`src/rtl/micro_ucr_hash_multi.sv`:
```
`timescale 1ns/1ps
`default_nettype none
// +----------------------------------------------------------------------------+
// | micro_ucr_hash_multi : NUM_LANES-wide nonce search over the micro-UCR hash |
// | Also holds generar_W (message expansion) and algo_hash (compression).      |
// | Revision: 1.0                                                              |
// +----------------------------------------------------------------------------+

module generar_W (
    input  logic [127:0] bloque,
    output logic [255:0] w
);
    function automatic logic [255:0] expandir(input logic [127:0] b);
        logic [7:0]   v [32];
        logic [255:0] res;
        for (int i = 0; i < 16; i++) v[i] = b[127-8*i -: 8];
        for (int i = 16; i < 32; i++) v[i] = v[i-3] | (v[i-9] ^ v[i-14]);
        for (int i = 0; i < 32; i++) res[255-8*i -: 8] = v[i];
        return res;
    endfunction

    assign w = expandir(bloque);
endmodule

module algo_hash (
    input  logic [255:0] w,
    output logic [23:0]  h
);
    function automatic logic [23:0] comprimir(input logic [255:0] wv);
        logic [7:0] a, b, c, x, k, c_prev;
        a = 8'h01;
        b = 8'h89;
        c = 8'hFE;
        for (int i = 0; i < 32; i++) begin
            x      = (i <= 16) ? (a ^ b) : (a | b);
            k      = (i <= 16) ? 8'h99 : 8'hA1;
            c_prev = c;
            a      = b ^ c_prev;
            b      = {c_prev[3:0], c_prev[7:4]};
            c      = x + k + wv[255-8*i -: 8];
        end
        return {a, b, c};
    endfunction

    assign h = comprimir(w);
endmodule

module micro_ucr_hash_multi #(
    parameter  int NUM_LANES = 4,
    localparam int LANE_W    = (NUM_LANES > 1) ? $clog2(NUM_LANES) : 1
) (
    input  logic              clk,
    input  logic              inicio,
    input  logic [95:0]       bloque_datos,
    input  logic [31:0]       nonce_base,
    input  logic [7:0]        target,
    input  logic [31:0]       max_rondas,
    output logic              terminado_out,
    output logic              agotado_out,
    output logic              ocupado_out,
    output logic [23:0]       bounty_out,
    output logic [31:0]       nonce_out,
    output logic [LANE_W-1:0] lane_out
);
    localparam int          c_desplaz        = $clog2(NUM_LANES);
    localparam logic [32:0] c_rondas_espacio = 33'h1_0000_0000 >> c_desplaz;

    typedef enum logic [1:0] {
        IDLE    = 2'd0,
        BUSCAR  = 2'd1,
        FIN     = 2'd2,
        AGOTADO = 2'd3
    } estado_t;

    estado_t r_estado, w_estado_sig;

    logic [95:0]                  r_bloque;
    logic [7:0]                   r_target;
    logic [32:0]                  r_limite;
    logic [32:0]                  r_rondas;
    logic [31:0]                  r_nonce    [NUM_LANES];
    logic                         r_valido;
    logic [NUM_LANES-1:0]         r_s2_hit;
    logic [23:0]                  r_s2_h     [NUM_LANES];
    logic [31:0]                  r_s2_nonce [NUM_LANES];

    logic                         r_terminado, r_agotado;
    logic [23:0]                  r_bounty;
    logic [31:0]                  r_nonce_out;
    logic [LANE_W-1:0]            r_lane;

    logic [NUM_LANES-1:0][23:0]   w_h;
    logic [NUM_LANES-1:0]         w_hit;
    logic [32:0]                  w_limite_in;
    logic                         w_emitiendo, w_hay_hit, w_avanza, w_toma_hit, w_agota;
    logic [LANE_W-1:0]            w_ganador;
    logic [23:0]                  w_ganador_h;
    logic [31:0]                  w_ganador_nonce;

    for (genvar g = 0; g < NUM_LANES; g++) begin : g_lane
        logic [255:0] w_w;
        generar_W u_generar_w (.bloque({r_bloque, r_nonce[g]}), .w(w_w));
        algo_hash u_algo_hash (.w(w_w), .h(w_h[g]));
        assign w_hit[g] = (w_h[g][23:16] < r_target) && (w_h[g][15:8] < r_target);
    end

    // A zero or oversized round limit falls back to one full pass over the nonce space.
    assign w_limite_in = ((max_rondas == 32'd0) || ({1'b0, max_rondas} > c_rondas_espacio))
                         ? c_rondas_espacio : {1'b0, max_rondas};

    assign w_emitiendo = (r_rondas < r_limite);
    assign w_hay_hit   = r_valido && (|r_s2_hit);

    always_comb begin
        w_ganador       = '0;
        w_ganador_h     = '0;
        w_ganador_nonce = '0;
        for (int i = NUM_LANES - 1; i >= 0; i--) begin
            if (r_s2_hit[i]) begin
                w_ganador       = LANE_W'(i);
                w_ganador_h     = r_s2_h[i];
                w_ganador_nonce = r_s2_nonce[i];
            end
        end
    end

    always_comb begin
        w_estado_sig = r_estado;
        w_toma_hit   = 1'b0;
        w_agota      = 1'b0;
        w_avanza     = 1'b0;
        case (r_estado)
            IDLE: begin
                w_estado_sig = BUSCAR;
                w_avanza     = w_emitiendo;
            end
            BUSCAR: begin
                if (w_hay_hit) begin
                    w_estado_sig = FIN;
                    w_toma_hit   = 1'b1;
                end else if (!w_emitiendo) begin
                    w_estado_sig = AGOTADO;
                    w_agota      = 1'b1;
                end else begin
                    w_avanza     = 1'b1;
                end
            end
            default: w_estado_sig = r_estado;
        endcase
    end

    always_ff @(posedge clk) begin
        if (inicio) r_estado <= IDLE;
        else        r_estado <= w_estado_sig;
    end

    always_ff @(posedge clk) begin
        if (inicio) begin
            r_bloque    <= bloque_datos;
            r_target    <= target;
            r_limite    <= w_limite_in;
            r_rondas    <= '0;
            r_valido    <= 1'b0;
            r_s2_hit    <= '0;
            for (int i = 0; i < NUM_LANES; i++) begin
                r_nonce[i]    <= nonce_base + 32'(i);
                r_s2_h[i]     <= '0;
                r_s2_nonce[i] <= '0;
            end
            r_terminado <= 1'b0;
            r_agotado   <= 1'b0;
            r_bounty    <= '0;
            r_nonce_out <= '0;
            r_lane      <= '0;
        end else begin
            r_valido <= w_avanza;
            if (w_avanza) begin
                r_rondas <= r_rondas + 33'd1;
                r_s2_hit <= w_hit;
                for (int i = 0; i < NUM_LANES; i++) begin
                    r_nonce[i]    <= r_nonce[i] + 32'(NUM_LANES);
                    r_s2_h[i]     <= w_h[i];
                    r_s2_nonce[i] <= r_nonce[i];
                end
            end
            if (w_toma_hit) begin
                r_terminado <= 1'b1;
                r_bounty    <= w_ganador_h;
                r_nonce_out <= w_ganador_nonce;
                r_lane      <= w_ganador;
            end
            if (w_agota) r_agotado <= 1'b1;
        end
    end

    assign terminado_out = r_terminado;
    assign agotado_out   = r_agotado;
    assign ocupado_out   = (r_estado == BUSCAR);
    assign bounty_out    = r_bounty;
    assign nonce_out     = r_nonce_out;
    assign lane_out      = r_lane;

endmodule
`default_nettype wire

```
`config.mk`:
```
export PLATFORM = sky130hd
export DESIGN_NAME = micro_ucr_hash_multi
export DESIGN_NICKNAME = d
export VERILOG_FILES = /design/src/rtl/micro_ucr_hash_multi.sv
export SDC_FILE = /design/constraint.sdc
export NUM_CORES = 2
export LEC_CHECK = 0
export BUFFER_PORTS_ARGS = -buffer_cell sky130_fd_sc_hd__buf_2
export CAP_MARGIN = 25
export CORE_MARGIN = 4
export CORE_UTILIZATION = 25
export CTS_BUF_LIST = sky130_fd_sc_hd__clkbuf_4
export DETAILED_ROUTE_END_ITERATION = 6
export GPL_ROUTABILITY_DRIVEN = 0
export SETUP_SLACK_MARGIN = 0.15
export SLEW_MARGIN = 30
export SYNTH_ARGS = -nofsm -noshare
export SYNTH_HDL_FRONTEND = slang
export SYNTH_SLANG_ARGS = --single-unit
```
`constraint.sdc`:
```
create_clock -name clk -period 63.4 [get_ports clk]
set_input_delay 9.51 -clock clk [delete_from_list [all_inputs] [get_ports clk]]
set_output_delay 9.51 -clock clk [all_outputs]
set_load 0.05 [all_outputs]
```
**Yosys cells after proc, flatten, opt, wreduce, memory -nomap -nowiden**

Memory sizes are Yosys's and may differ from the RTL's.
Cells that the tools add are included.

- Logic and storage cells: 560
- Input bits: 170
- Flip-flop bits (word level): 237
- Bits in latches: 0
- RAM bits: 352
- Bits in read-only memories: 0
- Memories: 3

Memory list:

| memory | words | width | read ports | clocked after memory_dff | write ports | line | text |
|---|---|---|---|---|---|---|---|
| r_nonce | 4 | 32 | 4 | 0 | 4 | 81 | `logic [31:0] r_nonce [NUM_LANES];` |
| r_s2_nonce | 4 | 32 | 4 | 0 | 4 | 85 | `logic [31:0] r_s2_nonce [NUM_LANES];` |
| r_s2_h | 4 | 24 | 4 | 0 | 4 | 84 | `logic [23:0] r_s2_h [NUM_LANES];` |

- Bitwise operators: 297
- Add/subtract/negate cells: 184
- $lt $le $gt $ge: 10
- Multiplexer cells: 40
- Multiply operators: 0
- Div/mod/pow operators: 0
- Reduce and logical (&&, ||, !) cells: 11
- Equal/unequal tests: 2
- Shift-type cells: 0

Operators with widths:

| kind | count |
|---|---|
| 8-bit bitwise XOR | 160 |
| 8-bit OR | 124 |
| 8-bit adder | 90 |
| 8-bit adder, second input constant | 84 |
| 32-bit 2-to-1 mux | 12 |
| 24-bit 2-to-1 mux | 8 |
| 32-bit by 3-bit adder with 32-bit output, second input constant | 4 |
| 32-bit by 2-bit adder with 32-bit output, second input constant | 2 |
| 8-bit < comparator | 8 |
| 33-bit by 1-bit adder with 33-bit output, second input constant | 1 |
| 33-bit < comparator | 1 |
| 32-bit by 1-bit adder with 32-bit output, second input constant | 1 |
| 32-bit by 31-bit > comparator with 1-bit output, second input constant | 1 |
| 32-bit logical NOT | 1 |
| 6-bit by 8-bit adder with 8-bit output, first input constant | 2 |
| 1-bit 2-to-1 mux | 12 |
| 2-bit 2-to-1 mux | 6 |
| 1-bit OR | 12 |
| 7-bit NOT | 1 |
| 1-bit logical AND | 5 |
| 2-bit case mux with 2 select lines | 1 |
| 4-bit OR reduction | 1 |
| 3-bit by 2-bit inequality test with 1-bit output, second input constant | 1 |
| 2-bit by 1-bit equality test with 1-bit output, second input constant | 1 |
| other kinds (5) | 5 |

**Depth between registers and ports, before layout**

- Depth in word-level cells: 64
- Depth in mapped cells: 174
- Mapped depth without buffers: 174

**Modules after synthesis**

Synthesis repeated with hierarchy kept, for this count alone.

- Cell total of the unflattened synthesis: 10855
- Area total of the unflattened synthesis: 95111.2 µm²

Modules (own cells, without submodules):

| module | times used | area each (µm²) | cells an instance |
|---|---|---|---|
| micro_ucr_hash_multi | 1 | 28556.1 | 2479 |
| algo_hash at g_lane[3].u_algo_hash | 1 | 14288.7 | 1732 |
| algo_hash at g_lane[0].u_algo_hash | 1 | 14203.6 | 1728 |
| algo_hash at g_lane[1].u_algo_hash | 1 | 14073.5 | 1712 |
| algo_hash at g_lane[2].u_algo_hash | 1 | 14024.7 | 1708 |
| generar_W | 4 | 2491.1 | 374 |

**Worst setup path after synthesis**

Ideal clock, no wire load.

- Path type: register to register
- Start point: register r_bloque[88]
- End point: register r_s2_hit[1]
- Clock period less this slack: 29.200 ns
- Path buffers: 0
- Arrival: 29.135 ns
- Setup time: 0.065 ns
- Data required time: 63.335 ns
- Slack: 34.200 ns
- Stages on the path, launching flop included: 170
- Path through: edfxtp_1 > ha_1 > a41oi_1 > xnor2_1 > xnor2_1 > ha_1 > ha_1 > a21o_1 > a21oi_1 > o21bai_1 > a21oi_1 > xnor2_1 > xor2_1 > xnor2_1 > ha_1 > fa_1 > a21o_1 > a21oi_1 > [134 not listed] > nor2_1 > nor2_1 > o21bai_1 > a21oi_1 > xnor2_1 > xnor2_1 > inv_1 > ha_1 > nor2b_1 > o21ai_0 > nand2b_1 > a21oi_1 > nor2b_1 > o21ai_0 > o2111ai_1 > nor2_1 > a21oi_1 > nor2_1

- Longest elaborated chain between the ends: 64

Ends and longest elaborated chain:

| item | line | text |
|---|---|---|
| start, declared | 77 | `logic [95:0] r_bloque;` |
| start signal, assigned | 159 | `r_bloque <= bloque_datos;` |
| 6-bit by 8-bit adder with 8-bit output * | 40 | `c = x + k + wv[255-8*i -: 8];` |
| 7-bit NOT (no source line) | -- |  |
| 8-bit bitwise XOR | 35 | `x = (i <= 16) ? (a ^ b) : (a \| b);` |
| 8-bit adder (2 in series) | 40 |  |
| 8-bit bitwise XOR | 38 | `a = b ^ c_prev;` |
| 8-bit bitwise XOR | 35 |  |
| 8-bit adder (2 in series) | 40 |  |
| 8-bit bitwise XOR | 38 |  |
| [45 not listed] | -- |  |
| 8-bit adder (2 in series) | 40 |  |
| 8-bit bitwise XOR | 38 |  |
| 8-bit OR * | 35 |  |
| 8-bit adder * (2 in series) | 40 |  |
| net g_lane[1].u_algo_hash.h[11] | 27 | `output logic [23:0] h` |
| 8-bit bitwise XOR | 38 |  |
| 8-bit < comparator | 104 | `assign w_hit[g] = (w_h[g][23:16] < r_target) && (w_h[g][15:8] < r_target);` |
| 1-bit logical AND * | 104 |  |
| end signal, assigned | 179 | `r_s2_hit <= w_hit;` |
| end, declared | 83 | `logic [NUM_LANES-1:0] r_s2_hit;` |

The timed path passes the listed nets; every way through them passes the cells marked *.
A chain may end at the register's enable or synchronous reset.

**Final worst setup path**

- Start point: register r_bloque[88]
- End point: register r_s2_hit[3]

- Longest elaborated chain between the ends: 64

Ends and longest elaborated chain:

| item | line |
|---|---|
| 6-bit by 8-bit adder with 8-bit output * | 40 |
| 7-bit NOT (no source line) | -- |
| 8-bit bitwise XOR | 35 |
| 8-bit adder (2 in series) | 40 |
| 8-bit bitwise XOR | 38 |
| 8-bit bitwise XOR | 35 |
| 8-bit adder (2 in series) | 40 |
| 8-bit bitwise XOR | 38 |
| [45 not listed] | -- |
| 8-bit adder (2 in series) | 40 |
| 8-bit bitwise XOR | 38 |
| 8-bit OR * | 35 |
| 8-bit adder * (2 in series) | 40 |
| net g_lane[3].u_algo_hash.h[11] | 27 |
| 8-bit bitwise XOR | 38 |
| 8-bit < comparator | 104 |
| 1-bit logical AND * | 104 |

Marked as above.

==> results.ini <==
[logic_synthesis]
synth_edf_count = 484
synth_nets = 9496
netlist_area_mm2 = 0.0717
async_flop_share_pct = 0
yosysSeqAreaShare_pct = 23.1
synthXorXnorAreaFrac_pct = 22.5
synthCells = 8013
synth_warnings = 0
synth_compound_area_share_pct = 10.9
synthAdderAreaFrac_pct = 23.9
synth_top_family_by_area = adder cells
synthSimpleGateAreaFrac_pct = 14.1
synth_seq_cells = 584
synth_ff_type = edfxtp_1
syn_area_per_cell_um2 = 8.94
synthMuxAreaShare_pct = 0.251
synth_cell_types = 68

[finish]
multi_input_area_mm2 = 0.0515
drive_gt1_share_pct = 9.12
layout_commonest_cell = ha_1
fillers = 30500
layout.nets = 9818
layout_common_cells = ha_1, xnor2_1, inv_1
seq_area_mm2 = 0.0165
syn2layout_area_growth_pct = 11.9

[setup_path]
slowest_stage = ha_1
regToRegSetupSlack_ns = 28.83
rr_startpoint = r_bloque[88]
startpoint_type = flip-flop
critPathArrivalTime_ns = 35.61
r2r-end = r_s2_hit[3]
critPathKind = reg -> reg
crit_top_cell = xnor2_1
slowest_delay_ns = 0.58
critical_path_required_ns = 64.44
rr_worst_depth = 165
cp_max_fo = 6
end_kind = flip-flop

[floorplan]
core_mm2 = 0.285
die_h_um = 543
initial_core_util_pct = 25.1
die_w_um = 543
die-area_mm2 = 0.295
rows = 196
io_pins = 231

[global_routing]
antenna_found_initial = 85
use_met3_pct = 6.84
grt_pass1_wl_um = 429000
grt_pass1_vias = 58300
grt_use_met2_pct = 27.5
busiest_layer = met2
grt.overflow.total = 0
grt_max_degree = 185
grt_use_total_pct = 20.2
met1_usage_pct = 26.4

[hold_path]
whs_path_depth = 2
min_delay_worst_endpoint = agotado_out
min_from = agotado_out
min_path_type = reg -> reg

[sta]
setup_viol = 0
worst_slack_ns = 28.83
min_period_ns = 34.57
fin_skew_ns = 0.145
period_share_pct = 54.5
worstMarginPinSlew_ns = 1.19
rsz0062_at_grt = no
fmax_ghz = 0.0289
setup_tns_ns = 0
slew_viol_final = 0
final-hold-violation-count = 0
relSlewSlack_pct = 20.7

[detailed_routing]
dr.pass1.iters = 7
wl_um = 311000
vias = 62400
drc = 8
viasPerCell = 5.09
drtIter0Drc = 9273
final_antenna_net_count = 0
routedWlPerCell_um = 25.4

[clock_network]
clk_pin_slew_worst_paths_ns = 0.07
clk_path_buf_depth = 4
cts_buffers = 157
hold_buffers = 0
cts_tree = built
cts.sinks = 584
root_buffer = clkbuf_4
cts_max_level = 4
cts_resized = 0
cts_setup_buffers = 0
clk_latency_ns = 1.13

[outcome]
violations = design-rule violations
status = complete, but fails checks

[place]
numPortBuffers = 230
pre_cts_ws_ns = 29.27
dpl.hpwl_um = 247000

[flow_run]
drv_cap = 0

[through the flow]
stage / hold slack [ns] / instances / utilization [%] / area (um^2)
finish: 0.469 / 12300 / 28.1 / 80100
global route: 0.517 / 12200 / 28.1 / 80000
global placement: 0.445 / 11900 / 27.4 / 78000
CTS: 0.476 / 12200 / 28.0 / 80000
floorplan: 0.457 / 8013 / - / 71700
detailed placement: 0.459 / 11900 / 27.4 / 78100
[critical path: cells and delay by family, from the launching register on]
family	cells	cell delay [ns]
fa+ha+maj	34	11.40
xor+xnor	43	11.08
compound gates	50	7.49
simple gates	31	3.41
buf+inv	7	0.68
flops	1	0.51
[how the worst max path moves through the flow]
stage	end	from	cells after the start	slack, ns
after floorplan	r_s2_hit[1]	r_bloque[88]	169	34.20
after global placement	r_s2_hit[1]	r_bloque[88]	166	29.30
after detailed placement	r_s2_hit[1]	r_bloque[88]	166	29.27
after CTS	r_s2_hit[1]	r_bloque[88]	166	29.18
after global routing	r_s2_hit[1]	r_bloque[88]	166	26.62
final	r_s2_hit[3]	r_bloque[88]	165	28.83
[layer usage]
layer  wire, um  up-vias
li1           -    27900
met1     123000    29000
met2     119000     4350
met3      43000     1128
met4      26600       16
met5        106        -
[state kept, by name (all words and copies together), names as in the netlist, 4 cells and up]
signal / flops
r_nonce: 126
r_s2_nonce: 126
r_bloque: 96
r_s2_h: 96
r_rondas: 33
nonce_out: 32
r_limite: 32
bounty_out: 24
r_target: 8
r_s2_hit: 4
[area by class of cell]
class,count,area share (%)
Multi-Input combinational cell,6416,64.2
Sequential cell,584,20.6
Tap cell,3762,5.87
Inverter,774,3.63
Timing Repair Buffer,402,3.15
Clock buffer,221,2.07
Clock inverter,33,0.231
Antenna cell,62,0.194
[synth_stat cells, types with 170 or more instances]
master       n  area [um^2]
a21o_1     190         1430
a21oi_1    402         2010
and2_1     186         1160
clkbuf_1   220          826
edfxtp_1   484        14500
ha_1      1223        15300
inv_1      773         2900
nand2_1    540         2030
nand2b_1   175         1090
nor2_1     629         2360
o21bai_1   170         1280
xnor2_1    929         8140
xor2_1     770         6740
[cells by family (layout without fill, tap and decap cells)]
logic type,Yosys count,count (layout)
compound gates,1216,1216
xor+xnor,1755,1755
fa+ha+maj,1313,1313
buf+inv,1013,1430
flops,584,584
mux,15,15
other cells,1,63
simple gates,2116,2116
Power is left out: the tool's default activity adds up to more than one toggle a clock period on the data nets, which glitch-free logic cannot reach.
